<file path="src/rtl/prog_loader.sv">
// Instruction loader and run sequencer for the single-cycle core: streams words
// into instruction memory, then starts the core and measures its execution time.
module prog_loader #(
  parameter int unsigned          INSTR_WIDTH = 9,
  parameter int unsigned          ADDR_WIDTH  = 12,
  parameter int unsigned          CYC_WIDTH   = 16,
  parameter logic [CYC_WIDTH-1:0] TIMEOUT     = 16'hFFFF
) (
  input  logic                   clk,
  input  logic                   reset,
  input  logic                   load_req,
  input  logic [ADDR_WIDTH-1:0]  load_len,
  input  logic                   s_valid,
  input  logic [INSTR_WIDTH-1:0] s_data,
  output logic                   s_ready,
  output logic                   im_wen,
  output logic [ADDR_WIDTH-1:0]  im_waddr,
  output logic [INSTR_WIDTH-1:0] im_wdata,
  output logic                   load_done,
  input  logic                   run_req,
  output logic                   dut_start,
  input  logic                   dut_done,
  output logic                   busy,
  output logic                   run_valid,
  output logic [CYC_WIDTH-1:0]   run_cycles,
  output logic                   run_timeout
);

  typedef enum logic [2:0] {IDLE, LOAD, START, RUN, REPORT} state_e;

  state_e                 state_q, state_d;
  logic [ADDR_WIDTH-1:0]  len_q, len_d;
  logic [ADDR_WIDTH-1:0]  addr_q, addr_d;
  logic [CYC_WIDTH-1:0]   cnt_q, cnt_d, cnt_inc;
  logic                   im_wen_q, im_wen_d;
  logic [ADDR_WIDTH-1:0]  im_waddr_q, im_waddr_d;
  logic [INSTR_WIDTH-1:0] im_wdata_q, im_wdata_d;
  logic                   load_done_q, load_done_d;
  logic                   dut_start_q, dut_start_d;
  logic                   run_valid_q, run_valid_d;
  logic [CYC_WIDTH-1:0]   run_cycles_q, run_cycles_d;
  logic                   run_timeout_q, run_timeout_d;

  assign cnt_inc = cnt_q + 1'b1;

  always_comb begin
    state_d       = state_q;
    len_d         = len_q;
    addr_d        = addr_q;
    cnt_d         = cnt_q;
    im_wen_d      = 1'b0;
    im_waddr_d    = im_waddr_q;
    im_wdata_d    = im_wdata_q;
    load_done_d   = 1'b0;
    dut_start_d   = 1'b0;
    run_valid_d   = 1'b0;
    run_cycles_d  = run_cycles_q;
    run_timeout_d = run_timeout_q;
    case (state_q)
      IDLE: begin
        if (load_req) begin
          if (load_len != '0) begin
            len_d   = load_len;
            addr_d  = '0;
            state_d = LOAD;
          end else begin
            load_done_d = 1'b1;
          end
        end else if (run_req) begin
          // Start is raised on entry so it is high for the whole START cycle.
          dut_start_d = 1'b1;
          state_d     = START;
        end
      end
      LOAD: begin
        if (s_valid) begin
          im_wen_d   = 1'b1;
          im_waddr_d = addr_q;
          im_wdata_d = s_data;
          addr_d     = addr_q + 1'b1;
          if (addr_q == len_q - 1'b1) begin
            load_done_d = 1'b1;
            state_d     = IDLE;
          end
        end
      end
      START: begin
        cnt_d   = '0;
        state_d = RUN;
      end
      RUN: begin
        cnt_d = cnt_inc;
        if (dut_done) begin
          run_cycles_d  = cnt_inc;
          run_timeout_d = 1'b0;
          run_valid_d   = 1'b1;
          state_d       = REPORT;
        end else if (cnt_inc == TIMEOUT) begin
          run_cycles_d  = TIMEOUT;
          run_timeout_d = 1'b1;
          run_valid_d   = 1'b1;
          state_d       = REPORT;
        end
      end
      REPORT:  state_d = IDLE;
      default: state_d = IDLE;
    endcase
  end

  always_ff @(posedge clk or negedge reset) begin
    if (!reset) begin
      state_q       <= IDLE;
      len_q         <= '0;
      addr_q        <= '0;
      cnt_q         <= '0;
      im_wen_q      <= 1'b0;
      im_waddr_q    <= '0;
      im_wdata_q    <= '0;
      load_done_q   <= 1'b0;
      dut_start_q   <= 1'b0;
      run_valid_q   <= 1'b0;
      run_cycles_q  <= '0;
      run_timeout_q <= 1'b0;
    end else begin
      state_q       <= state_d;
      len_q         <= len_d;
      addr_q        <= addr_d;
      cnt_q         <= cnt_d;
      im_wen_q      <= im_wen_d;
      im_waddr_q    <= im_waddr_d;
      im_wdata_q    <= im_wdata_d;
      load_done_q   <= load_done_d;
      dut_start_q   <= dut_start_d;
      run_valid_q   <= run_valid_d;
      run_cycles_q  <= run_cycles_d;
      run_timeout_q <= run_timeout_d;
    end
  end

  assign s_ready     = (state_q == LOAD);
  assign busy        = (state_q != IDLE);
  assign im_wen      = im_wen_q;
  assign im_waddr    = im_waddr_q;
  assign im_wdata    = im_wdata_q;
  assign load_done   = load_done_q;
  assign dut_start   = dut_start_q;
  assign run_valid   = run_valid_q;
  assign run_cycles  = run_cycles_q;
  assign run_timeout = run_timeout_q;

endmodule

</file>
<file path="config.mk">
export PLATFORM = sky130hd
export DESIGN_NAME = prog_loader
export DESIGN_NICKNAME = d
export VERILOG_FILES = /design/src/rtl/prog_loader.sv
export SDC_FILE = /design/constraint.sdc
export NUM_CORES = 1
export LEC_CHECK = 0
export ABC_CLOCK_PERIOD_IN_PS = 6100
export CAP_MARGIN = 5
export CORE_ASPECT_RATIO = 1.5
export CORE_MARGIN = 4
export CORE_UTILIZATION = 55
export CTS_BUF_LIST = sky130_fd_sc_hd__clkbuf_16
export DETAILED_ROUTE_END_ITERATION = 8
export DONT_BUFFER_PORTS = 1
export GPL_TIMING_DRIVEN = 0
export PLACE_DENSITY_LB_ADDON = 0.08
export SETUP_SLACK_MARGIN = 0.15
export SYNTH_ARGS = -nofsm -noshare
export SYNTH_HDL_FRONTEND = slang
export SYNTH_SLANG_ARGS = --single-unit
</file>
<file path="constraint.sdc">
create_clock -name clk -period 6.1 [get_ports clk]
set_clock_uncertainty 0.1 [all_clocks]
set_input_delay 0.61 -clock clk [delete_from_list [all_inputs] [get_ports clk]]
set_output_delay 0.61 -clock clk [all_outputs]
set_load 0.01 [all_outputs]
</file>
==> impl_metrics.csv <==
group,metric,value,unit
synthesis,ys_seq_area_frac,0.483,
die,rows,39,
synthesis,synth_area,0.00440,mm^2
worst_hold_path,hold_class,"in -> async",
sta,rsz0062_at_grt,"false",
cts,cts.sinks,85,
place,io_buffers,0,
grt,grt_pass1_wl,17.0,mm
critical_path,crit_path_top_delay_cell,"dfrtp_1",
place,place_congestion,0.846,
detailed_routing,wl_per_cell,17.8,um
cts,cts_buffer_depth,2,
critical_path,reg2reg_from,"cnt_q[1]",
synthesis,avgSynthCellArea,9.70,um^2
critical_path,r2r_end,"run_cycles[11]",
grt,grt_overflow_total,0,
sta,period_needed,2.72,ns
finish,layoutNonFillerInstCount,572,
critical_path,slowest_delay,0.46,ns
detailed_routing,wl,10.2,mm
detailed_routing,vias,3305,
die,start_util,0.571,
power,peakVddDrop,0.273,mV
synthesis,ys.flop_type,"dfrtp_1",
critical_path,r2r_slack,3.38,ns
synthesis,synthMostInstantiatedCell,"nand2_1",
cts,cts-root-buf,"clkbuf_16",
sta,fin_setup_tns,0,ns
finish,layout-drive-gt1-share,0.121,
cts,cts.reportedPaths.clkPinSlew,0.06,ns
sta,fmax,0.368,GHz
finish,n_fill_cell,699,
cts,h-tree-depth,3,
grt,grt_max_degree,86,
place,hpwlAfterDp,7.42,mm
die,core,0.00771,mm^2
detailed_routing,drc,0,
power,total_power,2.17,mW
synthesis,synthArstFlopShare,1.00,
die,dieArea,0.00953,mm^2
synthesis,yosys-top-cells-count,"nand2_1, dfrtp_1, nor2_1",
die,die_h,118,um
sta,setup_viol,0,
sta,tightest_slew,0.776,ns
flow_run,cap_violations,0,
power,power_frac_seq,0.443,
power,swShare,0.393,
critical_path,critPathMaxFanout,10,
cts,clock_latency,0.34,ns
critical_path,crit_required,6.26,ns
finish,nNetsFinal,497,
critical_path,worst-setup-path-type,"reg -> reg",
grt,antenna_found_initial,0,
critical_path,cp_cell_sequence,"ha_1, nand3_2, buf_2, nor4_1, xor2_1, and4_4, o21ai_2, clkinv_2, buf_12, a2bb2oi_2",
cts,cts_made_buffers,9,
cts,cts_tree,"yes",
synthesis,ys_ff_latch,85,
outcome,outcome,"complete, no violations",
power,comb_power_share,0.334,
sta,maxSlewViolCount,0,
sta,final-hold-violation-count,0,
critical_path,endpoint_kind,"flop",
critical_path,crit_arrival,2.88,ns
power,powerDensity,450,mW/mm^2
sta,min_period_over_period,0.446,
detailed_routing,firstDrtPassIters,4,
finish,syn_to_final_growth,9.41,%
power,clockPowerShare,0.223,
detailed_routing,postRouteAntennaNets,0,
synthesis,synthCells,454,
detailed_routing,drt-vias-per-instance,5.78,
grt,grt_use_total,0.231,
power,switchingPower,0.851,mW
synthesis,synth_top_area_share,0.483,
critical_path,critPathLaunchType,"flop",
detailed_routing,drtIter0Drc,146,
synthesis,syn_nets,485,
power,p_leak,2.09,nW
die,top_level_ports,71,
die,die_x,81.1,um
synthesis,synth_top_cell_by_area,"dfrtp_1",
synthesis,synthTopCellsByArea,"dfrtp_1, nand2_1, xor2_1, a2bb2oi_2, xnor2_1",
synthesis,synthDistinctLibCells,65,
synthesis,yosys_warnings,0,
critical_path,ff2ff_path_depth,10,
power,p_int,1.32,mW
grt,grt_pass1_vias,3477,
place,dp_cells,556,
finish,antennaDiodeCount,0,
sta,max_slew_margin,0.483,
synthesis,synth_edf_count,0,
[power groups by stage]
| stage | Sequential (mW) | Clock (mW) | Combinational (mW) |
|---|---|---|---|
| 3_5_place_dp | 0.974 | 0 | 0.711 |
| 3_3_place_gp | 0.969 | 0 | 0.689 |
| 4_1_cts | 0.964 | 0.489 | 0.728 |
| 2_1_floorplan | 0.916 | 0 | 0.582 |
| 5_1_grt | 0.982 | 0.513 | 0.822 |
| 6_report | 0.960 | 0.483 | 0.724 |
[cells in the final DEF (no fill, tap or decap), types with 14 or more instances in the layout]
cell type | synthesis | final
nor3_1 | 14 | 14
dfrtp_1 | 85 | 85
nor2_1 | 27 | 27
xor2_1 | 18 | 18
a21oi_1 | 14 | 14
inv_1 | 13 | 15
nand2_1 | 94 | 94
clkbuf_1 | 16 | 16
xnor2_1 | 15 | 15
o21ai_0 | 21 | 21
[metrics by stage]
| step | area [um^2] | utilization | hold WS (ns) | setup WS (ns) |
|---|---|---|---|---|
| after global placement | 4530 | 0.588 | 0.217 | 3.45 |
| final | 4820 | 0.625 | 0.0835 | 3.38 |
| after CTS | 4820 | 0.625 | 0.0967 | 3.40 |
| after floorplan | 4400 | - | 0.214 | 3.83 |
| after global routing | 4820 | 0.625 | 0.115 | 3.13 |
| after detailed placement | 4530 | 0.588 | 0.217 | 3.44 |
[critical path, delay by kind of cell (launching register included)]
kind	cells	cell delay, ns
AND/OR/NAND/NOR	3	0.72
buffers and inverters	3	0.48
flip-flops	1	0.46
XOR/XNOR	1	0.39
adder cells (fa/ha/maj)	1	0.27
AO/OA/AOI/OAI	2	0.21
[registers in the layout, indices dropped and copies added, names as in the netlist]
signal / count
im_wdata: 9
run_timeout: 1
run_cycles: 16
load_done: 1
addr_q: 12
len_q: 12
dut_start: 1
im_waddr: 12
state_q: 3
run_valid: 1
cnt_q: 16
im_wen: 1
[metal layers]
| metal | global-route usage | up-vias | part of all wire |
|---|---|---|---|
| li1 | - | 1597 | - |
| met1 | 0.260 | 1604 | 0.39 |
| met2 | 0.396 | 73 | 0.54 |
| met3 | 0.0482 | 31 | 0.040 |
| met4 | 0.122 | 0 | 0.035 |
| met5 | 0 | - | 0 |
[timing repair]
item,4_1_cts,5_1_grt
hold buffers,1,0
setup buffers,0,0
endpoints found under the hold margin,85,0
gates resized for setup,0,0
[cells by family after synthesis]
| family | synth area share |
|---|---|
| compound gates | 0.157 |
| flops | 0.483 |
| mux | 0.0256 |
| fa+ha+maj | 0.0114 |
| xor+xnor | 0.0656 |
| buf+inv | 0.0418 |
| simple gates | 0.215 |
[worst max path at each step]
stage	startpoint	to	slack (ns)	depth (start not counted)
2_1_floorplan	cnt_q[1]	run_cycles[0]	3.83	10
3_3_place_gp	cnt_q[1]	run_cycles[5]	3.45	10
3_5_place_dp	cnt_q[1]	run_cycles[11]	3.44	10
4_1_cts	cnt_q[1]	run_cycles[11]	3.40	10
5_1_grt	cnt_q[1]	run_cycles[11]	3.13	10
6_report	cnt_q[1]	run_cycles[11]	3.38	10
[final cells by class]
cell class	count	area (um^2)	area share
clock buffer	9	225	0.0468
tap	102	128	0.0265
timing repair buffer	1	27.5	0.00571
multi-input combinational	328	2090	0.434
clock inverter	6	33.8	0.00701
buffer	26	126	0.0262
sequential	85	2130	0.442
inverter	15	57.6	0.0119
(Power assumes the default switching activity.)
